--- src/rtl/la_pkg.sv ---
// la_pkg: shared encodings for the logic-analyzer test-pattern source.
//   la_mode_e  : pattern generator select (matches the 2-bit mode input)
//   la_state_e : burst sequencer state, also exported as a debug output
//   LFSR_SEED  : value the LFSR is loaded with at every burst start
package la_pkg;

  typedef enum logic [1:0] {
    PAT_LFSR  = 2'd0,
    PAT_CNT   = 2'd1,
    PAT_WALK  = 2'd2,
    PAT_CONST = 2'd3
  } la_mode_e;

  typedef enum logic [1:0] {
    ST_IDLE = 2'd0,
    ST_RUN  = 2'd1,
    ST_DONE = 2'd2
  } la_state_e;

  localparam logic [7:0] LFSR_SEED = 8'h00;

endpackage

--- src/rtl/la_lfsr8_step.sv ---
// la_lfsr8_step: 8-bit XNOR Galois LFSR, polynomial x^8+x^6+x^5+x^4+1.
// Ports:
//   clk, rst_n : clock, asynchronous active-low reset (q resets to the seed)
//   clr        : synchronous load of LFSR_SEED (wins over adv)
//   adv        : advance one step
//   q          : current LFSR value
module la_lfsr8_step
  import la_pkg::*;
(
  input  logic       clk,
  input  logic       rst_n,
  input  logic       clr,
  input  logic       adv,
  output logic [7:0] q
);

  logic [7:0] q_q, q_d;
  logic       fb;

  // XNOR taps make the all-zero word a legal state, so the seed 0x00
  // does not lock up.
  always_comb begin
    fb  = q_q[7];
    q_d = q_q;
    if (clr) begin
      q_d = LFSR_SEED;
    end else if (adv) begin
      q_d = {q_q[6], q_q[5] ~^ fb, q_q[4] ~^ fb, q_q[3] ~^ fb,
             q_q[2], q_q[1], q_q[0], fb};
    end
  end

  always_ff @(posedge clk or negedge rst_n) begin
    if (!rst_n) q_q <= LFSR_SEED;
    else        q_q <= q_d;
  end

  assign q = q_q;

endmodule

--- src/rtl/la_pattern_ctrl.sv ---
// la_pattern_ctrl: burst sequencer for the logic-analyzer test-pattern source.
// A start command in IDLE latches mode/burst_len/rate/const_val and runs a
// burst of 8-bit samples (LFSR, up-counter, walking-one or constant).
// Ports:
//   sys_clk, sys_rst_n : clock, asynchronous active-low reset
//   start, stop        : start command (IDLE only), abort (RUN only)
//   mode, burst_len    : pattern select, samples per burst (0 = continuous)
//   rate, const_val    : strobe every rate+1 cycles, constant/counter start
//   test_data          : last issued sample, held between strobes
//   data_valid         : one-cycle strobe per sample
//   busy, done         : high in RUN, one-cycle pulse on leaving RUN
//   dbg_state          : sequencer state
// Stream semantics: there is no back-pressure. data_valid is a one-cycle
// strobe; test_data is meaningful in the cycle data_valid is high and is
// held afterwards. All outputs are registered.
module la_pattern_ctrl
  import la_pkg::*;
#(
  parameter int LEN_W = 16,
  parameter int DIV_W = 8
) (
  input  logic             sys_clk,
  input  logic             sys_rst_n,
  input  logic             start,
  input  logic             stop,
  input  logic [1:0]       mode,
  input  logic [LEN_W-1:0] burst_len,
  input  logic [DIV_W-1:0] rate,
  input  logic [7:0]       const_val,
  output logic [7:0]       test_data,
  output logic             data_valid,
  output logic             busy,
  output logic             done,
  output la_state_e        dbg_state
);

  la_state_e        state_q, state_d;
  la_mode_e         mode_q, mode_d;
  logic [LEN_W-1:0] len_q, len_d, count_q, count_d;
  logic [DIV_W-1:0] rate_q, rate_d, div_q, div_d;
  logic [7:0]       const_q, const_d, cnt_q, cnt_d, walk_q, walk_d;
  logic [7:0]       test_data_q, test_data_d;
  logic             data_valid_q, data_valid_d;
  logic             busy_q, busy_d, done_q, done_d;
  logic             lfsr_clr, strobe;
  logic [7:0]       lfsr_q, gen_val;

  la_lfsr8_step u_lfsr (
    .clk   (sys_clk),
    .rst_n (sys_rst_n),
    .clr   (lfsr_clr),
    .adv   (strobe),
    .q     (lfsr_q)
  );

  always_comb begin
    case (mode_q)
      PAT_LFSR: gen_val = lfsr_q;
      PAT_CNT:  gen_val = cnt_q;
      PAT_WALK: gen_val = walk_q;
      default:  gen_val = const_q;
    endcase
  end

  always_comb begin
    state_d      = state_q;
    mode_d       = mode_q;
    len_d        = len_q;
    rate_d       = rate_q;
    const_d      = const_q;
    count_d      = count_q;
    div_d        = div_q;
    cnt_d        = cnt_q;
    walk_d       = walk_q;
    test_data_d  = test_data_q;
    data_valid_d = 1'b0;
    busy_d       = busy_q;
    done_d       = 1'b0;
    lfsr_clr     = 1'b0;
    strobe       = 1'b0;
    case (state_q)
      ST_IDLE: begin
        if (start) begin
          state_d  = ST_RUN;
          mode_d   = la_mode_e'(mode);
          len_d    = burst_len;
          rate_d   = rate;
          const_d  = const_val;
          count_d  = '0;
          div_d    = '0;
          cnt_d    = const_val;
          walk_d   = 8'h01;
          lfsr_clr = 1'b1;
          busy_d   = 1'b1;
        end
      end
      ST_RUN: begin
        // Divider free-runs 0..rate; a strobe is due whenever it reads 0,
        // so the first strobe comes one cycle after entering RUN.
        div_d = (div_q == rate_q) ? '0 : div_q + 1'b1;
        // The cycle after the final strobe (count already equals len) ends
        // the burst; stop takes precedence over a strobe due now.
        if (stop || ((len_q != '0) && (count_q == len_q))) begin
          state_d = ST_DONE;
          busy_d  = 1'b0;
          done_d  = 1'b1;
        end else if (div_q == '0) begin
          strobe       = 1'b1;
          data_valid_d = 1'b1;
          test_data_d  = gen_val;
          // Saturate so continuous bursts never terminate on wrap.
          count_d      = (count_q == '1) ? count_q : count_q + 1'b1;
          cnt_d        = cnt_q + 8'd1;
          walk_d       = {walk_q[6:0], walk_q[7]};
        end
      end
      ST_DONE: state_d = ST_IDLE;
      default: begin
        state_d = ST_IDLE;
        busy_d  = 1'b0;
      end
    endcase
  end

  always_ff @(posedge sys_clk or negedge sys_rst_n) begin
    if (!sys_rst_n) begin
      state_q      <= ST_IDLE;
      mode_q       <= PAT_LFSR;
      len_q        <= '0;
      rate_q       <= '0;
      const_q      <= '0;
      count_q      <= '0;
      div_q        <= '0;
      cnt_q        <= '0;
      walk_q       <= '0;
      test_data_q  <= '0;
      data_valid_q <= 1'b0;
      busy_q       <= 1'b0;
      done_q       <= 1'b0;
    end else begin
      state_q      <= state_d;
      mode_q       <= mode_d;
      len_q        <= len_d;
      rate_q       <= rate_d;
      const_q      <= const_d;
      count_q      <= count_d;
      div_q        <= div_d;
      cnt_q        <= cnt_d;
      walk_q       <= walk_d;
      test_data_q  <= test_data_d;
      data_valid_q <= data_valid_d;
      busy_q       <= busy_d;
      done_q       <= done_d;
    end
  end

  assign test_data  = test_data_q;
  assign data_valid = data_valid_q;
  assign busy       = busy_q;
  assign done       = done_q;
  assign dbg_state  = state_q;

endmodule

--- config.mk ---
export PLATFORM = sky130hd
export DESIGN_NAME = la_pattern_ctrl
export DESIGN_NICKNAME = d
export VERILOG_FILES = /design/src/rtl/la_pkg.sv /design/src/rtl/la_lfsr8_step.sv /design/src/rtl/la_pattern_ctrl.sv
export SDC_FILE = /design/constraint.sdc
export NUM_CORES = 1
export LEC_CHECK = 0
export BUFFER_PORTS_ARGS = -buffer_cell sky130_fd_sc_hd__buf_4
export CAP_MARGIN = 5
export CORE_AREA = 2 2 95 97
export CTS_CLUSTER_DIAMETER = 60
export CTS_CLUSTER_SIZE = 20
export DETAILED_ROUTE_END_ITERATION = 7
export DIE_AREA = 0 0 97 99
export PLACE_DENSITY_LB_ADDON = 0.05
export SKIP_LAST_GASP = 1
export SLEW_MARGIN = 10
export SYNTH_ARGS = -nofsm -noshare
export SYNTH_HDL_FRONTEND = slang
export SYNTH_HIERARCHICAL = 1
export SYNTH_SLANG_ARGS = --single-unit
--- constraint.sdc ---
create_clock -name sys_clk -period 2.85 [get_ports sys_clk]
set_input_delay 0.1425 -clock sys_clk [delete_from_list [all_inputs] [get_ports sys_clk]]
set_output_delay 0.1425 -clock sys_clk [all_outputs]
set_load 0.005 [all_outputs]
==> results of run 1 <==
-- cells in the mapped netlist (5+ instances only) --
master | count | area, um2
mux4_2 | 8 | 180
and2_1 | 5 | 31.3
and3_1 | 6 | 37.5
nand2b_1 | 8 | 50.1
nand2_1 | 121 | 454
a21bo_2 | 6 | 60.1
clkbuf_1 | 11 | 41.3
nand3_1 | 19 | 95.1
mux2_2 | 10 | 113
nor4_1 | 8 | 50.1
o21ai_0 | 34 | 170
inv_1 | 8 | 30.0
dfrtp_1 | 95 | 2380
nand4_1 | 14 | 87.6
xnor2_1 | 27 | 236
nor2_1 | 23 | 86.3
buf_2 | 7 | 35.0
a21oi_1 | 9 | 45.0
mux2i_1 | 6 | 60.1
o221ai_1 | 5 | 43.8
-- path summary, 6_finish.rpt --
path,end,slack [ps],cells after the start
worst min register to register,const_q[2],490,2
worst max-delay path,count_q[2],220,6
min in group asynchronous,mode_q[1],370,2
worst max register to register,count_q[2],220,6
max in group asynchronous,dbg_state[0],1680,3
worst min-delay path,busy,90,3
-- routing by layer --
metal | track usage, % | share of wire, % | vias up
met5 | 0 | 0 | -
met4 | 8.67 | 1.9 | 0
met3 | 3.12 | 2.9 | 21
met2 | 40.7 | 51 | 82
met1 | 33.1 | 44 | 1871
li1 | - | - | 1856
-- registers in the layout (all words and copies together), names as in the netlist --
| signal | flops |
|---|---|
| div_q | 8 |
| mode_q | 2 |
| busy | 1 |
| const_q | 8 |
| walk_q | 8 |
| u_lfsr/q | 8 |
| rate_q | 8 |
| data_valid | 1 |
| dbg_state | 2 |
| len_q | 16 |
| test_data | 8 |
| count_q | 16 |
| done | 1 |
| cnt_q | 8 |
-- power breakdown --
group	switching [mW]	leakage, nW	internal, mW
clock network	0.499	0.102	0.421
registers	0.451	1.23	1.74
logic	0.767	1.34	0.815
-- worst reg2reg max path, cell delays in order (launching register included) --
cell	delay (ps)
dfrtp_1	490
nand4_1	260
nor4_1	590
a22oi_1	130
a21bo_4	330
or2_1	520
o21ai_0	180
-- kinds of logic after synthesis --
| kind of cell | synth area share, % |
|---|---|
| buffers and inverters | 3.73 |
| XOR/XNOR | 5.30 |
| AND/OR/NAND/NOR | 21.3 |
| adder cells (fa/ha/maj) | 1.04 |
| flip-flops | 49.6 |
| AO/OA/AOI/OAI | 11.6 |
| multiplexers | 7.36 |
-- cells in the final DEF (no fill, tap or decap), types with 6 or more instances in the layout --
cell type,synthesis,layout
nor2_1,23,23
dfrtp_1,95,95
mux2i_1,6,6
nand3_1,19,19
nand2b_1,8,8
a21bo_2,6,6
nand2_1,121,121
dlygate4sd3_1,0,34
mux2_2,10,10
mux4_2,8,8
o21ai_0,34,34
and3_1,6,6
inv_1,8,8
xnor2_1,27,27
nor4_1,8,8
a21oi_1,9,8
nand4_1,14,14
buf_4,4,61
clkbuf_8,0,9
-- area by class of cell --
class	count	area, um2
Fill cell	672	2770
Timing Repair Buffer	95	798
Clock inverter	6	73.8
Multi-Input combinational cell	359	2240
Tap cell	108	135
Clock buffer	10	128
Sequential cell	95	2380
Inverter	9	33.8
-- per-stage QoR --
step                hold slack, ps  util (%)  instances  setup slack [ps]  cell area (um2)
finish                        85.8      67.6        682               224             5780
global route                  82.0      67.6        682              83.2             5780
CTS                           72.4      67.6        682               262             5780
detailed placement             251      61.3        632               284             5240
global placement               252      61.3        632               325             5240
floorplan                     -153         -        491               746             4790
==> impl_results.md, run 1 <==
* Mapped Nets at between 500 and 600
* Setup crit start: count_q[3]
* Fmax at 0.381 GHz
* Layout Area Growth over Synthesis at 20.7%
* DR iter-0 viols at between 200 and 250
* IO Count at 51
* VDD IR-drop max at approximately 400 uV
* Final period utilization at between 90% and 100%
* Row count at 34
* #FFs+latches synth at 95
* Tot GR Track Use at 24.4%
* CTS tree: built
* Post-CTS sizing at 0
* Initial antenna violation count at 0
* CP Max Fanout at 18
* Root Buffer: clkbuf_8
* Clock sink total at 95
* Crit-path slowest cell: nor4_1
* Final setup fails at 0
* Post-Route Setup TNS at 0 ps
* DIE HEIGHT at 99 um
* Worst-margin pin slew at 750 ps
* Clk_skew at between 10 and 15 ps
* Post-CTS Setup Inserts at 0
* Vias in the first global route at 3812
* Static Leakage at ~2.7 nW
* Post-synth top flop: dfrtp_1
* Fin crit period at 2630 ps
* Netlist Area Pre-Place at 0.00479 mm2
* Die area at 0.00960 mm2
* Avg WL per Cell at 16.3 um
* ANT nets after route at 0
* Min-Delay Path Class: primary input to flip-flop
* R2r startpoint: count_q[3]
* EDFF count, synth at 0
* Longest Clk Path Bufs at 2
* DP HPWL at about 7500 um
* DRT Wirelength at 11100 um
* Synth warn at 6
* Critical Path AT at 2850 ps
* Largest net degree at the start of global routing at 58
* Sequential area share after synthesis at 49.6%
* CP Cell Sequence: nand4_1 > nor4_1 > a22oi_1 > a21bo_4 > or2_1 > o21ai_0
* IO buf count at 50
* Hold Buf Count CTS at 34
* First-pass GRT wire length at 18900 um
* Relative slew slack at 50.0%
* Mean Syn Cell Area at 9.76 um2
* Die W at 97 um
* Min-delay src: start
* Via density at 5.62
* Unrepaired setup endpoints after global routing: false
* Critical Path RT at 3080 ps
* CP delay by family, top: simple AND/OR/NAND/NOR gates
* Layout cells sized above 1 at 19.2%
* H-tree depth at 3
* Post-synth ARST share at 100%
* Drt pass-1 iters at 4
* Clock Latency Late Sink at 360 ps
* Total power at ~4.7 mW
* Via count at 3830
* Core ar. at 0.00855 mm2
* Hold Violations, Final at 0
* Startpoint Class: flip-flop
* Routability cong. at 0.848
* Num CTS Buffers at 9
* Cells after synthesis at approximately 490
* Antenna diodes at 0
* WS Path Type: flip-flop to flip-flop
* Grt total ovfl at 0
* Drc violations at 0
* Largest stage delay on the critical path at 590 ps
* CP Capture Type: flip-flop
* Max Cap Viol at 0
* # nets final at 611
* Initial Util at 56.0%
* Buffers plus inverters on the worst setup path at 0
* Status: finished clean
* Netlist cell types at 53
* Clock transition at path regs at roughly 100 ps
* PwrDens at 812 mW/mm2
* Final slew viol count at 0
(Power assumes the default switching activity.)
==> run 2: changes to the inputs <==
--- a/config.mk
+++ b/config.mk
@@ -7,15 +7,14 @@
 export LEC_CHECK = 0
 export BUFFER_PORTS_ARGS = -buffer_cell sky130_fd_sc_hd__buf_4
 export CAP_MARGIN = 5
-export CORE_AREA = 2 2 95 97
+export CORE_AREA = 2 2 98 100
 export CTS_CLUSTER_DIAMETER = 60
 export CTS_CLUSTER_SIZE = 20
 export DETAILED_ROUTE_END_ITERATION = 7
-export DIE_AREA = 0 0 97 99
+export DIE_AREA = 0 0 100 102
 export PLACE_DENSITY_LB_ADDON = 0.05
 export SKIP_LAST_GASP = 1
 export SLEW_MARGIN = 10
 export SYNTH_ARGS = -nofsm -noshare
 export SYNTH_HDL_FRONTEND = slang
-export SYNTH_HIERARCHICAL = 1
 export SYNTH_SLANG_ARGS = --single-unit
==> run 2 against run 1 <==
Effect of this change:
- fmax grew 10%
- via count grew 8.5%
- critical path depth grew 1
- register-to-register slack gained 240 ps
- critical path type unchanged
- cell count grew 4.1%
==> impl_results.md, run 2 <==
* Status: finished clean
* Static Leakage at 2.78 nW
* Layout cells sized above 1 at 19.9%
* Core ar. at 0.00911 mm2
* Sequential area share after synthesis at ~46%
* Met2 Use GR at between 40% and 50%
* Num CTS Buffers at 9
* Fin crit period at 2380 ps
* Mean Syn Cell Area at 9.79 um2
* Drt pass-1 iters at 4
* Via density at between 5 and 6
* Relative slew slack at roughly 27%
* Clock Latency Late Sink at roughly 360 ps
* Clock Power Share at 17.7%
* WS Path Type: flip-flop to flip-flop
* DP HPWL at just over 8000 um
* Reg-to-reg slack, setup at roughly 470 ps
* CP Max Fanout at 30
* Most common cell in the netlist: nand2_1
* Routability cong. at 0.859
* Share of total power in combinational logic at between 30% and 40%
* Switching Fraction at 38.0%
* Final Non-Filler Cells at 710
* Tot GR Track Use at 25.1%
* Pint at slightly above 3 mW
* Largest registers: count_q: 16 flops, len_q: 16 flops
* Synth warn at 0
* Mapped Nets at between 500 and 600
* Drc violations at 0
* Synth top cells by count: nand2_1, dfrtp_1, xnor2_1
* DRT Wirelength at about 12000 um
* Yosys top cell area share at 46.4%
* Post-synth ARST share at 100%
* Crit-path slowest cell: dfrtp_1
* VDD IR-drop max at 395 uV
* Final slew viol count at 0
* Startpoint Class: flip-flop
* Initial antenna violation count at 0
* Dpl cells at 663
* Sequential share of power at between 40% and 50%
* Max Cap Viol at 0
* Clk_skew at 17.6 ps
* Clock sink total at 95
* # nets final at ~640
* DR iter-0 viols at 264
* Via count at 4157
* DIE HEIGHT at between 100 and 150 um
* Buffers plus inverters on the worst setup path at 2
* Hold Violations, Final at 0
* Post-CTS sizing at 0
* Longest Clk Path Bufs at 2
* Avg WL per Cell at about 17 um
* First-pass GRT wire length at slightly above 20000 um
* CTS tree: built
* Vias in the first global route at 4173
* Final setup fails at 0
* Largest stage delay on the critical path at 450 ps
* Final period utilization at 83.5%
* Hold Buf Count CTS at 31
* Post-Route Setup TNS at 0 ps
* #FFs+latches synth at 95
* Min-Delay Path Class: primary input to flip-flop
* Post-CTS Setup Inserts at 0
* Cells after synthesis at 524
* Netlist cell types at 63
* Grt total ovfl at 0
* CP Cell Sequence: inv_1 > ha_1 > nor4b_2 > nand3_1 > a211oi_4 > buf_4 > mux2_4
* Top cells by area, synth: dfrtp_1, nand2_1, xnor2_1, mux4_2, mux2_4
* Synth area leader: dfrtp_1
* Largest net degree at the start of global routing at 58
* CP Capture Type: flip-flop
* Commonest non-fill, non-tap cell in the layout: nand2_1
* ANT nets after route at 0
* Critical Path AT at 2630 ps
* IO Count at roughly 50
* Netlist Area Pre-Place at 0.00513 mm2
* Antenna diodes at 0
* Critical Path RT at 3100 ps
* Unrepaired setup endpoints after global routing: false
* CP delay by family, top: buffers and inverters
* IO buf count at 50
* Initial Util at between 50 and 60%
* EDFF count, synth at 0
* H-tree depth at 3
* PwrDens at 817 mW/mm2
* Die W at roughly 100 um
* Worst-margin pin slew at 1080 ps
* Psw at 1.88 mW
* Die area at 0.0102 mm2
* Met1 Use GR at 33.8%
* Clock transition at path regs at 90 ps
* Root Buffer: clkbuf_8
* Grt peak-use layer: met2
* Post-synth top flop: dfrtp_1
* Met3 usage at between 3 and 4%
* Row count at 35
* Layout Area Growth over Synthesis at 18.1%
* Fmax at roughly 0.42 GHz
* Most frequent cells in the layout: nand2_1, dfrtp_1, buf_4
==> run 2: changes by cell type after synthesis, moves of 6 or more <==
cell / delta
nand2_1: +19
o21ai_0: -17
mux2_2: -10
o21ai_1: +9
inv_1: +8
mux2_4: +8
nor2_1: -7
a21bo_1: +6
a21bo_2: -6
==> run 2: cell families (layout without fill, tap and decap cells) <==
group,Yosys count,in the layout,synth area share (%)
flops,95,95,46.4
buf+inv,48,123,4.88
compound gates,90,90,13.9
simple gates,238,238,22.2
mux,20,20,6.66
xor+xnor,29,29,5.10
fa+ha+maj,4,4,0.976
==> run 2: metrics by stage <==
stage / utilization (%) / area (um2) / power, mW / hold WS (ps) / setup slack [ps]
detailed placement: 60.9 / 5550 / 4.06 / 151 / 483
global placement: 60.9 / 5550 / 3.99 / 151 / 544
finish: 66.5 / 6060 / 4.95 / 14.7 / 469
global route: 66.5 / 6060 / 5.26 / 8.39 / 298
floorplan: - / 5130 / 3.51 / -153 / 879
CTS: 66.4 / 6050 / 4.96 / 0.289 / 464
==> run 2: per-layer routing <==
metal,share of wire (%),up-vias
met2,49,116
met3,4.0,15
met1,46,2056
li1,-,1970
met5,0,-
met4,1.1,0
==> run 2: cell type report <==
| type | instances | area, um2 |
|---|---|---|
| Fill cell | 720 | 3050 |
| Inverter | 16 | 60.1 |
| Sequential cell | 95 | 2380 |
| Tap cell | 111 | 139 |
| Timing Repair Buffer | 92 | 783 |
| Clock inverter | 5 | 58.8 |
| Multi-Input combinational cell | 381 | 2510 |
| Clock buffer | 10 | 128 |
==> run 2: final timing paths <==
kind,startpoint,endpoint,depth (start not counted)
max in group asynchronous,sys_rst_n,count_q[2],3
min reg2reg,const_q[1],const_q[1],2
max reg2reg,div_q[0],test_data[2],7
min,const_val[2],const_q[2],3
max,div_q[0],test_data[2],7
min in group asynchronous,sys_rst_n,test_data[5],2
==> run 2: worst register-to-register path: stages, from the launching register on <==
cell,delay [ps]
dfrtp_1,450
inv_1,80
ha_1,150
nor4b_2,200
nand3_1,280
a211oi_4,370
buf_4,400
mux2_4,340
==> run 2: power by group through the flow <==
stage	combinational [mW]	sequential, mW	clock [mW]
2_1_floorplan	1.46	2.05	0
3_3_place_gp	1.76	2.23	0
3_5_place_dp	1.81	2.25	0
4_1_cts	1.85	2.22	0.889
5_1_grt	2.04	2.28	0.932
6_report	1.85	2.22	0.878
